### src/rtl/togg_det_if.sv
// Bundles togg_det's control inputs and edge-event outputs.
// The master drives enable/trigger/count_clr; the slave (detector) returns pulses and count.
interface togg_det_if #(
  parameter int unsigned COUNT_WIDTH = 8
);
  logic                   enable;
  logic                   trigger;
  logic                   count_clr;
  logic                   toggle_pulse;
  logic                   rise_pulse;
  logic                   fall_pulse;
  logic [COUNT_WIDTH-1:0] toggle_count;

  modport master (
    output enable,
    output trigger,
    output count_clr,
    input  toggle_pulse,
    input  rise_pulse,
    input  fall_pulse,
    input  toggle_count
  );

  modport slave (
    input  enable,
    input  trigger,
    input  count_clr,
    output toggle_pulse,
    output rise_pulse,
    output fall_pulse,
    output toggle_count
  );
endinterface

### src/rtl/togg_det.sv
// Any-edge detector on a single control level with rise/fall pulses and a saturating
// toggle counter; an optional flop chain brings trigger in from another clock domain.
module togg_det #(
  parameter int unsigned SYNC_STAGES = 0,
  parameter int unsigned COUNT_WIDTH = 8
) (
  input logic        clk,
  input logic        rst_n,
  togg_det_if.slave  bus
);

  localparam logic [COUNT_WIDTH-1:0] CNT_MAX = '1;
  localparam logic [COUNT_WIDTH-1:0] CNT_ONE = COUNT_WIDTH'(1);

  typedef enum logic {
    ST_PRIME = 1'b0,
    ST_RUN   = 1'b1
  } state_t;

  state_t                 state_q;
  state_t                 state_d;
  logic                   trig_s;
  logic                   trig_q;
  logic                   toggle_q;
  logic                   rise_q;
  logic                   fall_q;
  logic [COUNT_WIDTH-1:0] cnt_q;
  logic                   toggle_d;
  logic                   rise_d;
  logic                   fall_d;
  logic [COUNT_WIDTH-1:0] cnt_d;

  // Synchronizer chain; zero stages passes trigger straight through.
  generate
    if (SYNC_STAGES == 0) begin : g_nosync
      assign trig_s = bus.trigger;
    end else begin : g_sync
      logic [SYNC_STAGES-1:0] sync_q;

      always_ff @(posedge clk) begin
        if (!rst_n) begin
          sync_q <= '0;
        end else begin
          sync_q[0] <= bus.trigger;
          for (int i = 1; i < int'(SYNC_STAGES); i++) begin
            sync_q[i] <= sync_q[i-1];
          end
        end
      end

      assign trig_s = sync_q[SYNC_STAGES-1];
    end
  endgenerate

  // State and output registers.
  always_ff @(posedge clk) begin
    if (!rst_n) begin
      state_q  <= ST_PRIME;
      trig_q   <= 1'b0;
      toggle_q <= 1'b0;
      rise_q   <= 1'b0;
      fall_q   <= 1'b0;
      cnt_q    <= '0;
    end else begin
      state_q  <= state_d;
      trig_q   <= trig_s;
      toggle_q <= toggle_d;
      rise_q   <= rise_d;
      fall_q   <= fall_d;
      cnt_q    <= cnt_d;
    end
  end

  // The first edge out of reset only loads trig_q, so no stale comparison can fire.
  always_comb begin
    state_d  = state_q;
    rise_d   = 1'b0;
    fall_d   = 1'b0;
    toggle_d = 1'b0;
    cnt_d    = cnt_q;

    if (state_q == ST_PRIME) begin
      state_d = ST_RUN;
    end else begin
      rise_d   = bus.enable &  trig_s & ~trig_q;
      fall_d   = bus.enable & ~trig_s &  trig_q;
      toggle_d = rise_d | fall_d;
    end

    if (bus.count_clr) begin
      cnt_d = '0;
    end else if (toggle_d && (cnt_q != CNT_MAX)) begin
      cnt_d = cnt_q + CNT_ONE;
    end
  end

  assign bus.toggle_pulse = toggle_q;
  assign bus.rise_pulse   = rise_q;
  assign bus.fall_pulse   = fall_q;
  assign bus.toggle_count = cnt_q;

endmodule

### src/flat_wrapper.sv
// flat-port wrapper written by rule: the top's interface ports become plain ports
module togg_det_flat 
#(
  parameter int unsigned SYNC_STAGES = 0,
  parameter int unsigned COUNT_WIDTH = 8
)
  (clk, rst_n, bus_enable, bus_trigger, bus_count_clr, bus_toggle_pulse, bus_rise_pulse, bus_fall_pulse, bus_toggle_count);
  togg_det_if #(.COUNT_WIDTH(COUNT_WIDTH)) bus_i ();
  input logic clk;
  input logic rst_n;
  input wire logic [$bits(bus_i.enable)-1:0] bus_enable;
  input wire logic [$bits(bus_i.trigger)-1:0] bus_trigger;
  input wire logic [$bits(bus_i.count_clr)-1:0] bus_count_clr;
  output wire logic [$bits(bus_i.toggle_pulse)-1:0] bus_toggle_pulse;
  output wire logic [$bits(bus_i.rise_pulse)-1:0] bus_rise_pulse;
  output wire logic [$bits(bus_i.fall_pulse)-1:0] bus_fall_pulse;
  output wire logic [$bits(bus_i.toggle_count)-1:0] bus_toggle_count;
  assign bus_i.enable = bus_enable;
  assign bus_i.trigger = bus_trigger;
  assign bus_i.count_clr = bus_count_clr;
  assign bus_toggle_pulse = bus_i.toggle_pulse;
  assign bus_rise_pulse = bus_i.rise_pulse;
  assign bus_fall_pulse = bus_i.fall_pulse;
  assign bus_toggle_count = bus_i.toggle_count;
  togg_det #(.SYNC_STAGES(SYNC_STAGES), .COUNT_WIDTH(COUNT_WIDTH)) u_core (.clk(clk), .rst_n(rst_n), .bus(bus_i));
endmodule
### config.mk
export PLATFORM = sky130hd
export DESIGN_NAME = togg_det_flat
export DESIGN_NICKNAME = d
export VERILOG_FILES = /design/src/rtl/togg_det_if.sv /design/src/rtl/togg_det.sv /design/src/flat_wrapper.sv
export SDC_FILE = /design/constraint.sdc
export NUM_CORES = 1
export LEC_CHECK = 0
export ABC_AREA = 1
export CAP_MARGIN = 20
export CORE_MARGIN = 1.5
export CORE_UTILIZATION = 50
export DETAILED_ROUTE_END_ITERATION = 8
export PLACE_DENSITY = 0.8
export SKIP_CTS_REPAIR_TIMING = 1
export SLEW_MARGIN = 25
export SYNTH_ARGS = -nofsm -noshare
export SYNTH_HDL_FRONTEND = slang
export SYNTH_SLANG_ARGS = --single-unit
### constraint.sdc
create_clock -name clk -period 2.8 [get_ports clk]
set_clock_uncertainty 0.15 [all_clocks]
set_input_delay 0.84 -clock clk [delete_from_list [all_inputs] [get_ports clk]]
set_output_delay 0.84 -clock clk [all_outputs]
set_load 0.01 [all_outputs]
==> impl_metrics.py, run 1 <==
metrics = {
    "setup_path": {
        "critPathLaunch": "u_core.bus.toggle_count[2]$_SDFFE_PP0P_",
        "cp_slowest_cell": "clkdlybuf4s50_1",
        "ff2ff_path_depth": 8,
        "cp_top_family": "buffers and inverters",
        "worstPathRequired_ns": 1.81,
        "path_cells": "clkdlybuf4s50_1",
        "end_kind": "output pin",
        "critical_path_depth": 1,
        "critical_path_class": "register to output pin",
        "cp_num_buf_inv": 1,
        "arrival_ns": 1.33,
        "startpoint_type": "register",
        "r2r_start": "u_core.bus.toggle_count[0]$_SDFFE_PP0P_",
        "path_max_fanout": 6,
        "cp_slowest_stage_delay_ns": 0.58,
    },
    "cells_and_area": {
        "layout.cells.non_filler": 141,
        "drive_above_1_share_pct": 8.730,
        "nNetsFinal": 133,
        "fillerInstances": 118,
        "ff_latch_area_um2": 260.3,
        "multi_input_area_um2": 346.6,
        "areaGrowthSynthToFinish_pct": 29.13,
        "antennaDiodeCount": 0,
    },
    "placement": {
        "place_congestion": 0.7965,
        "hpwl_um": 1063,
        "dp.cells": 137,
        "io_buffers": 15,
    },
    "route": {
        "vias": 651,
        "detail-route-antenna-nets": 0,
        "first_pass_iters": 4,
        "drtIter0Drc": 18,
        "drcViolationCount": 0,
        "wl_per_cell_um": 9.504,
        "via_per_inst": 4.617,
        "wirelength_um": 1340,
    },
    "sta": {
        "setup_viol_count_final": 0,
        "finalCritPeriodShare_pct": 82.73,
        "tightest_slew_ns": 0.5180,
        "min_period_ns": 2.316,
        "drv_slew": 0,
        "tns_ns": 0,
        "whs_ns": 0.3589,
        "max_freq_mhz": 431.7,
        "relSlewSlack_pct": 65.34,
        "grt_setup_unrepaired": "no",
        "final_hold_viol_count": 0,
    },
    "yosys": {
        "synth_mux_area_share_pct": 0,
        "synth-compound-area-share_pct": 1.484,
        "synthDistinctLibCells": 13,
        "synth.yosys.seq_area_share_pct": 38.59,
        "synth_top_family_by_area": "simple AND/OR/NAND/NOR gates",
        "yosysTopAreaCellShare_pct": 38.59,
        "synth_seq_cells": 13,
        "synth.net_count": 113,
        "synth_top_area_cell": "dfxtp_1",
        "yosysWarnings": 0,
        "synthAdderAreaFrac_pct": 1.855,
        "syn_area_per_cell_um2": 6.303,
        "synth-simple-area-share_pct": 45.45,
        "synth_area_leaders": "dfxtp_1, nand2_1, nor2_1",
        "synthesis.area_um2": 674.4,
        "synth_cells": 107,
        "synthXorXnorAreaFrac_pct": 2.597,
    },
    "worst_hold_path": {
        "min_from": "u_core.trig_q$_SDFF_PN0_",
        "hold_depth": 2,
        "hold_path.class": "register to register",
    },
    "power_and_ir_drop": {
        "power_switching_w": 0.00009240,
        "p_int_w": 0.0002635,
        "p_comb_share_pct": 11.9,
        "p_per_area_mw_per_mm2": 408.7,
        "total_power_w": 0.0003559,
        "p_leak_nw": 0.4292,
        "ir_drop_mv": 0.3414,
        "seqPwrFrac_pct": 55.1,
        "switching_share_pct": 25.96,
        "p_clk_share_pct": 33.0,
    },
    "grt": {
        "grtUsageMet1_pct": 27.74,
        "antenna_found_initial": 0,
        "grt_pass1_vias": 506,
        "grt-busiest-layer": "met2",
        "gr-usage-all-layers_pct": 20.17,
        "grt_overflow": 0,
        "use_met3_pct": 3.409,
        "grt_pass1_wl_um": 2083,
        "grt_max_degree": 9,
        "grt.met2_usage_pct": 28.28,
    },
    "floorplanning": {
        "io_pins": 16,
        "coreArea_mm2": 0.001285,
        "start_util_pct": 52.48,
        "die_h_um": 39.73,
        "rows": 13,
        "die_area_mm2": 0.001578,
        "die_w_um": 39.73,
    },
    "clock_tree": {
        "path_clk_slew_ns": 0.08,
        "cts_tree": "done",
        "clock_latency_ns": 0.28,
        "numCtsBuffers": 3,
        "htreeDepth": 1,
        "clockBufferDepth": 2,
        "numClockSinks": 13,
        "clockRootBuffer": "clkbuf_4",
    },
    "job": {
        "cap_violations": 0,
    },
    "status": {
        "outcome": "completed",
    },
}
==> layout make-up <==
| cell class | instances | share of cell area, % |
|---|---|---|
| Clock buffer | 3 | 2.586 |
| Timing Repair Buffer | 15 | 17.24 |
| Sequential cell | 13 | 29.89 |
| Tap cell | 15 | 2.155 |
| Clock inverter | 1 | 0.5747 |
| Multi-Input combinational cell | 76 | 39.80 |
| Inverter | 18 | 7.759 |
==> kinds of logic after synthesis <==
logic type                 after synthesis
adders and majority gates                1
DFF                                     13
and+or+nand+nor                         71
buffers and inverters                   18
AOI/OAI and AO/OA                        2
xor gates and xnor gates                 2
==> power groups by stage <==
stage | Combinational, W | Clock, W | Sequential [W]
6_report | 0.0000423 | 0.000117 | 0.000196
5_1_grt | 0.0000480 | 0.000125 | 0.000197
4_1_cts | 0.0000426 | 0.000119 | 0.000196
3_5_place_dp | 0.0000424 | 0 | 0.000201
3_3_place_gp | 0.0000413 | 0 | 0.000200
2_1_floorplan | 0.0000217 | 0 | 0.000202
==> layout by cell type (no fill, tap or decap) <==
master / n
nor2_2: 3
o21ai_0: 1
clkbuf_4: 3
nand3_2: 4
a21oi_1: 1
clkinv_2: 1
inv_1: 18
clkdlybuf4s50_1: 15
nor2_1: 20
nand4_1: 1
xor2_1: 1
ha_1: 1
dfxtp_1: 13
nand2_1: 39
nand3_1: 4
xnor2_1: 1
==> tightest hold or removal path, stage by stage, from the launching register on <==
cell     delay, ns
dfxtp_1       0.33
nand3_1       0.10
nor2_1        0.04
==> per-layer routing <==
metal	up-vias	part of all wire, %	wire length [µm]
met4	0	2.7	36
met5	-	0	0
met2	11	43	578
li1	359	-	-
met1	276	51	679
met3	5	3.4	45
==> path summary, 6_finish.rpt <==
path                                                  end  slack, ns
setup / recovery                      bus_toggle_count[2]       0.48
hold / removal           u_core.bus.fall_pulse$_SDFF_PN0_       0.36
setup reg to reg  u_core.bus.toggle_count[4]$_SDFFE_PP0P_       1.30
hold reg to reg          u_core.bus.fall_pulse$_SDFF_PN0_       0.36
==> through the flow <==
step | setup slack, ns | instance area, µm² | util [%]
after floorplan | 1.133 | 674.4 | -
after global placement | 0.5091 | 843.3 | 65.63
after detailed placement | 0.5065 | 843.3 | 65.63
after CTS | 0.4719 | 870.8 | 67.77
after global routing | 0.4366 | 870.8 | 67.77
final | 0.4836 | 870.8 | 67.77
==> synthesized netlist by cell type (all sizes together) <==
master / number
xor2: 1
inv: 18
o21ai: 1
xnor2: 1
a21oi: 1
nand3: 8
nand4: 1
nand2: 39
ha: 1
nor2: 23
dfxtp: 13
==> state kept, by name, summed over array words and instances (netlist names) <==
register                 flops
u_core.bus.fall_pulse        1
u_core.bus.rise_pulse        1
u_core.bus.toggle_count      8
u_core.bus.toggle_pulse      1
u_core.state_q               1
u_core.trig_q                1
(Power assumes the default switching activity.)
==> inputs of run 2 (changes only) <==
--- a/config.mk
+++ b/config.mk
@@ -8,9 +8,9 @@
 export ABC_AREA = 1
 export CAP_MARGIN = 20
 export CORE_MARGIN = 1.5
-export CORE_UTILIZATION = 50
+export CORE_UTILIZATION = 47
 export DETAILED_ROUTE_END_ITERATION = 8
-export PLACE_DENSITY = 0.8
+export PLACE_DENSITY = 0.76
 export SKIP_CTS_REPAIR_TIMING = 1
 export SLEW_MARGIN = 25
 export SYNTH_ARGS = -nofsm -noshare
==> constraint.sdc (replaced) <==
create_clock -name clk -period 2.4 [get_ports clk]
set_clock_uncertainty 0.15 [all_clocks]
set_input_delay 0.72 -clock clk [delete_from_list [all_inputs] [get_ports clk]]
set_output_delay 0.72 -clock clk [all_outputs]
set_load 0.01 [all_outputs]
==> run 2 against run 1 <==
  * Non-clock buffer count up 1
  * Worst setup slack worse by 0.28 ns
  * Hold slack improved by 0.0068 ns
  * Critical endpoint unchanged
  * Die area grew 5.9%
  * Wire length barely moved
  * Combinational power rose by 18%
  * Sequential share of layout area down 0.21 points
==> impl_metrics.py, run 2 (synthesized netlist as in run 1, its figures left out) <==
metrics = {
    "status": {
        "outcome": "completed",
    },
    "setup_path": {
        "end_kind": "output pin",
        "cp_slowest_cell": "clkdlybuf4s50_1",
        "rrSetupSlack_ns": 0.94,
        "critical_path_class": "register to output pin",
        "cp_slowest_stage_delay_ns": 0.59,
        "cp_num_buf_inv": 1,
        "startpoint_type": "register",
        "arrival_ns": 1.33,
        "worstPathRequired_ns": 1.53,
        "cp_top_family": "buffers and inverters",
        "path_max_fanout": 6,
        "path_cells": "clkdlybuf4s50_1",
    },
    "grt": {
        "antenna_found_initial": 0,
        "gr-usage-all-layers_pct": 19.84,
        "grt_pass1_wl_um": 2090,
        "grt_pass1_vias": 517,
        "grt_max_degree": 9,
        "grt_overflow": 0,
    },
    "placement": {
        "io_buffers": 15,
        "place_congestion": 0.7820,
        "dp.cells": 138,
        "placed_area_um2": 850.8,
        "hpwl_um": 1033,
    },
    "power_and_ir_drop": {
        "p_comb_share_pct": 11.9,
        "p_int_w": 0.0003110,
        "ir_drop_mv": 0.2976,
        "switching_share_pct": 25.79,
        "p_clk_share_pct": 33.4,
        "seqPwrFrac_pct": 54.6,
        "power_switching_w": 0.0001081,
        "p_per_area_mw_per_mm2": 477.9,
        "p_leak_nw": 0.4316,
        "total_power_w": 0.0004191,
    },
    "route": {
        "via_per_inst": 4.641,
        "drcViolationCount": 0,
        "first_pass_iters": 4,
        "detail-route-antenna-nets": 0,
        "wl_per_cell_um": 9.444,
        "vias": 659,
        "wirelength_um": 1341,
        "drtIter0Drc": 20,
    },
    "cells_and_area": {
        "fillerInstances": 115,
        "largest_register_ffs": 8,
        "nNetsFinal": 134,
        "areaGrowthSynthToFinish_pct": 30.06,
        "drive_above_1_share_pct": 8.661,
        "layout.cells.non_filler": 142,
        "final_cell_mix": "nand2_1, nor2_1, inv_1",
        "antennaDiodeCount": 0,
        "stdcell_area_um2": 877.1,
        "final_common_cell": "nand2_1",
    },
    "clock_tree": {
        "numCtsBuffers": 3,
        "htreeDepth": 1,
        "numClockSinks": 13,
        "clockRootBuffer": "clkbuf_4",
        "clock_latency_ns": 0.28,
        "clockBufferDepth": 2,
        "path_clk_slew_ns": 0.08,
        "cts_tree": "done",
    },
    "sta": {
        "relSlewSlack_pct": 82.91,
        "grt_setup_unrepaired": "no",
        "setup_viol_count_final": 0,
        "tns_ns": 0,
        "final_hold_viol_count": 0,
        "max_freq_mhz": 454.8,
        "min_period_ns": 2.199,
        "finalCritPeriodShare_pct": 91.61,
        "drv_slew": 0,
        "tightest_slew_ns": 0.2560,
    },
    "worst_hold_path": {
        "hold_path.class": "register to register",
    },
    "job": {
        "cap_violations": 0,
    },
    "floorplanning": {
        "io_pins": 16,
        "die_area_mm2": 0.001671,
        "die_h_um": 40.88,
        "coreArea_mm2": 0.001318,
        "rows": 13,
        "die_w_um": 40.88,
        "start_util_pct": 51.19,
    },
}
## run 2: changes by cell type in the layout (fill, tap and decap cells not counted), sizes merged
cell    previous run  this run
buf                0         1
clkbuf             3         4
clkinv             1         0
## run 2: cell type report
class,instances,area (µm²),share of cell area (%)
multi-input cells,76,346.6,39.51
repair buffers,16,157.7,17.97
inverters,18,67.56,7.703
clock buffers,4,26.28,2.996
flip-flops and latches,13,260.3,29.67
well taps,15,18.77,2.140
## run 2: final timing paths
path                                                              start                                      end  cells after the start
worst min-delay path                           u_core.trig_q$_SDFF_PN0_         u_core.bus.fall_pulse$_SDFF_PN0_                      2
worst min register to register                 u_core.trig_q$_SDFF_PN0_         u_core.bus.fall_pulse$_SDFF_PN0_                      2
worst max register to register  u_core.bus.toggle_count[0]$_SDFFE_PP0P_  u_core.bus.toggle_count[3]$_SDFFE_PP0P_                      8
worst max-delay path            u_core.bus.toggle_count[2]$_SDFFE_PP0P_                      bus_toggle_count[2]                      1
## run 2: power groups by stage
| stage | clock network, W | logic [W] | registers (W) |
|---|---|---|---|
| after CTS | 0.000142 | 0.0000505 | 0.000229 |
| after floorplan | 0 | 0.0000253 | 0.000235 |
| final | 0.000140 | 0.0000500 | 0.000229 |
| after detailed placement | 0 | 0.0000503 | 0.000234 |
| after global routing | 0.000156 | 0.0000565 | 0.000230 |
| after global placement | 0 | 0.0000495 | 0.000234 |
## run 2: per-stage QoR
step / hold WS (ns) / utilization (%) / setup slack, ns
final: 0.3657 / 66.57 / 0.2014
after floorplan: 0.3215 / - / 0.8530
after global routing: 0.4199 / 66.57 / 0.1473
after detailed placement: 0.3530 / 64.58 / 0.2371
after global placement: 0.3457 / 64.58 / 0.2850
after CTS: 0.3643 / 66.57 / 0.1979
## run 2: worst min-delay path, delay by kind of cell (launching register included)
family	cells	cell delay (ns)
flops	1	0.33
simple gates	2	0.15
## run 2: per-layer routing
metal	share of wire [%]	wire, µm	vias to the layer above	track usage, %
met1	47	627	282	22.77
met2	47	629	16	32.42
met4	2.1	28	0	12.50
li1	-	-	356	-
met5	0	0	-	0
met3	4.2	56	5	4.891
==> inputs of run 3 (changes only) <==
--- a/config.mk
+++ b/config.mk
@@ -8,9 +8,9 @@
 export ABC_AREA = 1
 export CAP_MARGIN = 20
 export CORE_MARGIN = 1.5
-export CORE_UTILIZATION = 47
+export CORE_UTILIZATION = 50
 export DETAILED_ROUTE_END_ITERATION = 8
-export PLACE_DENSITY = 0.76
+export PLACE_DENSITY = 0.8
 export SKIP_CTS_REPAIR_TIMING = 1
 export SLEW_MARGIN = 25
 export SYNTH_ARGS = -nofsm -noshare
==> constraint.sdc (replaced) <==
create_clock -name clk -period 2.8 [get_ports clk]
set_clock_uncertainty 0.15 [all_clocks]
set_input_delay 0.84 -clock clk [delete_from_list [all_inputs] [get_ports clk]]
set_output_delay 0.84 -clock clk [all_outputs]
set_load 0.01 [all_outputs]
==> results of run 3 <==
The final DEF is identical to that of run 1; final timing and power are the same.
